==> src/rtl/phase_acc_scheduler.sv <==
// phase_acc_scheduler
// Shares one external 32-bit adder across NUM_VOICES phase accumulators.
// Each sample tick sweeps the voices in ascending order, one add per clock,
// writing phase[v] + tune[v] back and presenting the result downstream.
//
// state | meaning
// ------+-------------------------------------------------------------
// IDLE  | adder operands forced to 0, waiting for sample_tick
// RUN   | idx selects the voice on the adder; result registered at edge
module phase_acc_scheduler #(
  parameter  int NUM_VOICES = 8,
  localparam int VW         = $clog2(NUM_VOICES)
) (
  input  logic          clk,
  input  logic          rst_n,
  input  logic          sample_tick,
  input  logic          cfg_we,
  input  logic          cfg_phase_clr,
  input  logic [VW-1:0] cfg_voice,
  input  logic [31:0]   cfg_word,
  output logic [31:0]   add_a,
  output logic [31:0]   add_b,
  output logic          add_cin,
  input  logic [31:0]   add_sum,
  input  logic          add_cout,
  output logic          phase_valid,
  output logic [31:0]   phase_out,
  output logic [VW-1:0] phase_voice,
  output logic          wrap,
  output logic          busy,
  output logic          done,
  output logic          overrun
);

  typedef enum logic {
    IDLE = 1'b0,
    RUN  = 1'b1
  } state_t;

  localparam logic [VW-1:0] LAST_IDX = VW'(NUM_VOICES - 1);

  state_t        state;
  state_t        state_nxt;
  logic [VW-1:0] idx;
  logic [VW-1:0] idx_nxt;
  logic [31:0]   phase [NUM_VOICES];
  logic [31:0]   tune  [NUM_VOICES];
  logic          run;
  logic          last;

  assign run     = (state == RUN);
  assign last    = run && (idx == LAST_IDX);
  assign busy    = run;
  assign add_cin = 1'b0;

  // Operands are zeroed in IDLE so the shared adder sees no activity.
  always_comb begin
    add_a = '0;
    add_b = '0;
    if (run) begin
      add_a = phase[idx];
      add_b = tune[idx];
    end
  end

  // Next-state and voice-index sequencing; ticks during RUN are not queued.
  always_comb begin
    state_nxt = state;
    idx_nxt   = idx;
    case (state)
      IDLE: begin
        if (sample_tick) begin
          state_nxt = RUN;
          idx_nxt   = '0;
        end
      end
      RUN: begin
        if (idx == LAST_IDX) begin
          state_nxt = IDLE;
          idx_nxt   = '0;
        end else begin
          idx_nxt = idx + 1'b1;
        end
      end
      default: begin
        state_nxt = IDLE;
        idx_nxt   = '0;
      end
    endcase
  end

  // State and index registers.
  always_ff @(posedge clk) begin
    if (!rst_n) begin
      state <= IDLE;
      idx   <= '0;
    end else begin
      state <= state_nxt;
      idx   <= idx_nxt;
    end
  end

  // Per-voice phase/tune storage; a phase clear overrides a same-cycle
  // write-back, and a tune write only affects the next read of that voice.
  always_ff @(posedge clk) begin
    if (!rst_n) begin
      for (int v = 0; v < NUM_VOICES; v++) begin
        phase[v] <= '0;
        tune[v]  <= '0;
      end
    end else begin
      for (int v = 0; v < NUM_VOICES; v++) begin
        if (cfg_phase_clr && (cfg_voice == VW'(v))) begin
          phase[v] <= '0;
        end else if (run && (idx == VW'(v))) begin
          phase[v] <= add_sum;
        end
        if (cfg_we && (cfg_voice == VW'(v))) begin
          tune[v] <= cfg_word;
        end
      end
    end
  end

  // Registered result port to the waveform stage, plus sticky overrun.
  always_ff @(posedge clk) begin
    if (!rst_n) begin
      phase_valid <= 1'b0;
      phase_out   <= '0;
      phase_voice <= '0;
      wrap        <= 1'b0;
      done        <= 1'b0;
      overrun     <= 1'b0;
    end else begin
      phase_valid <= run;
      done        <= last;
      if (run) begin
        phase_out   <= add_sum;
        phase_voice <= idx;
        wrap        <= add_cout;
      end
      if (run && sample_tick) begin
        overrun <= 1'b1;
      end
    end
  end

endmodule

==> config.mk <==
export PLATFORM = sky130hd
export DESIGN_NAME = phase_acc_scheduler
export DESIGN_NICKNAME = d
export VERILOG_FILES = /design/src/rtl/phase_acc_scheduler.sv
export SDC_FILE = /design/constraint.sdc
export NUM_CORES = 1
export LEC_CHECK = 0
export ABC_CLOCK_PERIOD_IN_PS = 11250
export CAP_MARGIN = 20
export CORE_UTILIZATION = 34
export DETAILED_ROUTE_END_ITERATION = 6
export PLACE_DENSITY = 0.51
export SLEW_MARGIN = 20
export SYNTH_ARGS = -nofsm -noshare
export SYNTH_HDL_FRONTEND = slang
export SYNTH_SLANG_ARGS = --single-unit
==> constraint.sdc <==
create_clock -name clk -period 11.25 [get_ports clk]
set_input_delay 1.6875 -clock clk [delete_from_list [all_inputs] [get_ports clk]]
set_output_delay 1.6875 -clock clk [all_outputs]
set_load 0.05 [all_outputs]
==> results of run 1 <==
## worst max-delay path, stage by stage (launching register included)
cell	delay (ps)
dfxtp_4	820
buf_4	700
buf_4	760
mux4_2	340
inv_1	40
a221oi_1	390
clkdlybuf4s50_1	890
## layout make-up
class	instances	area (µm²)	share of cell area
antenna	1	2.502	0.00008467
clock buffer	90	1834	0.06206
clock inverter	30	284.0	0.009610
inverter	102	382.9	0.01295
multi-input combinational	949	7532	0.2549
sequential	558	16310	0.5519
tap	950	1189	0.04022
timing repair buffer	211	2019	0.06833
## registers in the layout (all words and copies together), names as in the netlist, named ones only
name	flops
phase	256
tune	256
phase_out	32
idx	3
phase_voice	3
busy	1
done	1
overrun	1
phase_valid	1
wrap	1
## synth_stat cells
cell type	instances	area share
conb_1	1	0.00015
nand3_1	18	0.0036
nor2b_1	4	0.0010
mux2_2	64	0.029
buf_4	10	0.0030
inv_1	101	0.015
a221oi_1	14	0.0050
nor3b_1	2	0.00061
ha_1	6	0.0030
or3_1	1	0.00025
clkbuf_1	64	0.0097
inv_2	1	0.00015
and3_1	36	0.0091
clkbuf_4	1	0.00030
o21ai_0	66	0.013
buf_6	3	0.0014
mux2i_1	101	0.041
nor2_1	234	0.036
a311oi_2	1	0.00061
buf_1	3	0.00046
edfxtp_1	512	0.62
buf_2	36	0.0073
dfxtp_1	46	0.037
a31oi_1	4	0.0010
and2_1	225	0.057
a21oi_1	5	0.0010
nand4b_1	4	0.0014
nand2b_1	2	0.00051
buf_12	5	0.0040
mux4_2	64	0.058
nand2_1	44	0.0067
a221oi_2	50	0.030
nand4bb_1	1	0.00046
nand4_1	1	0.00025
nor2_2	1	0.00025
## per-stage QoR
step                      hold slack (ps)  instance area (µm²)  utilization
after global placement              457.0                27400       0.3820
after detailed placement            472.7                27430       0.3825
after global routing                515.7                29550       0.4120
after floorplan                     532.2                24730            -
final                               487.8                29550       0.4120
after CTS                           491.4                29550       0.4120
## worst paths after layout
check | to | slack [ps]
worst max-delay path | add_b[30] | 4920
worst min-delay path | overrun | 490
worst min register to register | overrun | 490
worst max register to register | phase[2][27] | 8510
## where the power goes
group / switching (mW) / internal [mW]
Sequential: 0.0462 / 2.39
Clock: 0.860 / 1.24
Combinational: 0.304 / 0.149
## layer usage
metal,track usage,routed length [µm]
met1,0.2407,29410
met2,0.3102,32910
met3,0.03140,3120
met4,0.05293,1370
met5,0,36
## cells by family (layout without fill, tap and decap cells)
| family | after synthesis | in the layout |
|---|---|---|
| compound gates | 140 | 140 |
| fa+ha+maj | 6 | 6 |
| buf+inv | 224 | 433 |
| flops | 558 | 558 |
| mux | 229 | 229 |
| other cells | 1 | 2 |
| simple gates | 573 | 573 |
==> results_dict.tcl, run 1 <==
set metrics [dict create \
    outcome "finished, final reports clean" \
    post-route-period-util 0.5624 \
    max-clock-path-buffers 3 \
    dr.pass1.iters 5 \
    rsz0062_at_grt "false" \
    p_leak_nw 10.49 \
    avgSynthCellArea_um2 14.29 \
    skew_ps 26.71 \
    drtAntennaViolNets 0 \
    cts_resized 0 \
    hold_violations 0 \
    synthDistinctLibCells 35 \
    rr_worst_depth 4 \
    antenna_found_initial 3 \
    die_h_um 271.7 \
    p_per_area_mw_per_mm2 168.9 \
    post_cts_buffers 0 \
    synth_top_family_by_area "multiplexers" \
    cts_tree "done" \
    cts_buffers 66 \
    min_period_ps 6327 \
    synth_area_mm2 0.02473 \
    final_cells 2891 \
    post-place-ws_ps 5439 \
    vias_per_cell 4.992 \
    coreArea_mm2 0.07173 \
    die_area_mm2 0.07382 \
    hp-class "flop to flop" \
    synthCells 1731 \
    wl_per_cell_um 23.12 \
    ys_seq_area_frac 0.6589 \
    drc_errors 0 \
    dp.cells 2770 \
    drtIter0Drc 1015 \
    gp_congestion 0.7176 \
    setup_viol 0 \
    slew_headroom 0.2728 \
    ys_seq_elements 558 \
    port_buffers 176 \
    grt_pass1_vias 15430 \
    grt_pass1_wl_um 100600 \
    track_usage 0.1833 \
    hold_buffers 0 \
    drv_cap 0 \
    synth_warnings 0 \
    ir_drop_mv 0.09626 \
    min_from "overrun" \
    htreeDepth 3 \
    layout-drive-gt1-share 0.1711 \
    syn_to_final_growth_pct 19.50 \
    synth-simple-area-share 0.1166 \
    cts.clk_slew.worst_paths_ps 60 \
    grt_max_degree 63 \
    rows 98 \
    io_pins 178 \
    max_slew.worst_pin.slew_ps 1091 \
    r2r-start "busy" \
    finalSetupTns_ps 0 \
    cts_sinks 558 \
    required_ps 9560 \
    mostFrequentLayoutCells "512 x edfxtp_1, 234 x nor2_1, 225 x and2_1, 175 x clkdlybuf4s50_1" \
    hold_depth 2 \
    grt.overflow.total 0 \
    arrival_ps 4640 \
    nets 1967 \
    synthXorXnorAreaFrac 0 \
    via_count 14430 \
    drt_wl_total_um 66850 \
    hpwl_um 37850 \
    cp_max_fo 49 \
    power_mw 4.990 \
    layout_commonest_cell "edfxtp_1" \
    die-width_um 271.7 \
    drv_slew 0 \
    crit_path_start_kind "flop" \
    root_buffer "clkbuf_16" \
    clk_latency_ps 600 \
    end_kind "output pin" \
    fillCellCount 6585 \
    start_util 0.3448 \
    syn-num-nets 1810 \
    setup_ws_ps 4923 \
    synth_compound_gate_area_share 0.05130 \
    synthAdderAreaFrac 0.003036 \
    critPathKind "flop to output pin" \
    clock.fmax_mhz 158.1 \
    synth_mux_area_frac 0.1283 \
]
Note: power is estimated with default switching activity, not from simulation.
==> run 2, diff against run 1 <==
ABC_CLOCK_PERIOD_IN_PS = 6240   (was 11250)
clock period = 6.24 ns   (was 11.25 ns; I/O delays follow)
==> run 2 against run 1 <==
Against the previous run:
- wire length grew 0.44%
- critical path depth shrank 1
- first-iteration DRC count grew 18%
- non-clock buffer count grew 10
- clock skew shrank 3.4 ps
- cell area grew 0.35%
- register-to-register slack lost 5200 ps
- largest cell class unchanged
- via count grew 0.81%
- die area is the same
==> results_dict.tcl, run 2 (synthesis gave the netlist of run 1 again) <==
set metrics [dict create \
    dp.cells 2780 \
    crit_path_start_kind "flop" \
    p_leak_nw 10.56 \
    htreeDepth 3 \
    p_per_area_mw_per_mm2 305.1 \
    wl_per_cell_um 23.13 \
    drtAntennaViolNets 0 \
    hold_depth 2 \
    drv_slew 0 \
    max-clock-path-buffers 3 \
    clock.fmax_mhz 208.8 \
    min_period_ps 4790 \
    dr.pass1.iters 7 \
    fillCellCount 6589 \
    hold_end "overrun" \
    syn_to_final_growth_pct 19.92 \
    via_count 14550 \
    finalSetupTns_ps 0 \
    rsz0062_at_grt "false" \
    final_cells 2903 \
    die-width_um 271.7 \
    drtIter0Drc 1199 \
    ir_drop_mv 0.1844 \
    hold_violations 0 \
    gp_congestion 0.7380 \
    critPathKind "flop to output pin" \
    end_kind "output pin" \
    cts.clk_slew.worst_paths_ps 60 \
    grt_max_degree 64 \
    min_from "overrun" \
    drc_errors 0 \
    cts_buffers 66 \
    rows 98 \
    track_usage 0.1832 \
    outcome "finished, final reports clean" \
    skew_ps 23.33 \
    port_buffers 176 \
    r2r-start "busy" \
    layout-drive-gt1-share 0.1768 \
    die_area_mm2 0.07382 \
    max_slew.worst_pin.slew_ps 1123 \
    mostFrequentLayoutCells "512 x edfxtp_1, 234 x nor2_1, 225 x and2_1, 175 x clkdlybuf4s50_1" \
    hpwl_um 39070 \
    cts_resized 0 \
    antenna_found_initial 6 \
    reg2reg_slack_ps 3270 \
    whs_ps 484.1 \
    post_cts_buffers 0 \
    rr_worst_depth 5 \
    grt_pass1_vias 15220 \
    start_util 0.3448 \
    layout_commonest_cell "edfxtp_1" \
    top_regs "phase (256), tune (256), phase_out (32)" \
    dpl-instance-area_mm2 0.02751 \
    slew_headroom 0.2512 \
    root_buffer "clkbuf_16" \
    fin_area_mm2 0.02966 \
    final_util 0.4135 \
    setup_viol 0 \
    vias_per_cell 5.012 \
    reg2reg_to "phase[2][10]" \
    post-place-ws_ps 2013 \
    arrival_ps 3850 \
    multi_input_area_mm2 0.007505 \
    power_mw 9.048 \
    drt_wl_total_um 67140 \
    nets 1977 \
    clk_latency_ps 610 \
    cts_tree "done" \
    grt_pass1_wl_um 100700 \
    cp_max_fo 33 \
    setup_ws_ps 1450 \
    coreArea_mm2 0.07173 \
    grt.overflow.total 0 \
    hold_buffers 0 \
    post-route-period-util 0.7677 \
    drv_cap 0 \
    hp-class "flop to flop" \
    die_h_um 271.7 \
    cts_sinks 558 \
    required_ps 5300 \
    io_pins 178 \
    seqCellArea_mm2 0.01631 \
]
run 2: cell count changes in the layout (fill, tap and decap cells not counted), sizes merged:
cell | previous run | this run
buf | 36 | 46
clkinv | 20 | 29
clkbuf | 90 | 82
bufinv | 4 | 6
clkinvlp | 2 | 1
diode | 1 | 2
inv | 106 | 105
run 2: how the worst max path moves through the flow:
| stage | start | to | slack (ps) | depth (start not counted) |
|---|---|---|---|---|
| final | flop | add_b[30] | 1450 | 5 |
| after global routing | flop | add_b[30] | 1250 | 5 |
| after CTS | flop | add_b[30] | 1390 | 5 |
| after detailed placement | flop | add_b[30] | 2010 | 5 |
| after global placement | flop | add_b[30] | 2100 | 5 |
| after floorplan | cfg_voice[2] | tune[6][0] | 2280 | 3 |
run 2: where the power goes:
part	leakage [nW]	internal, mW	switching [mW]
Sequential	5.53	4.31	0.0754
Clock	1.06	2.27	1.56
Combinational	3.97	0.272	0.562
run 2: cell type report:
cell class              instances  share of cell area
clock inverters                39             0.01291
repair buffers                221             0.07146
diodes                          2           0.0001687
flip-flops and latches        558              0.5499
well taps                     950             0.04008
multi-input cells             949              0.2530
clock buffers                  82             0.05948
inverters                     102             0.01291
run 2: worst max-delay path, stage by stage (launching register included):
cell             delay, ps
dfxtp_4                550
nand2b_2               890
buf_4                  390
o21ai_0                100
a221oi_1               430
clkdlybuf4s50_1        900
run 2: per-layer routing:
| layer | routed length (µm) | vias to the layer above | part of all wire | GRT usage |
|---|---|---|---|---|
| li1 | - | 6636 | - | - |
| met1 | 29950 | 7461 | 0.45 | 0.2472 |
| met2 | 32360 | 349 | 0.48 | 0.3001 |
| met3 | 3253 | 97 | 0.048 | 0.02963 |
| met4 | 1545 | 6 | 0.023 | 0.06091 |
| met5 | 32 | - | 0.00048 | 0 |
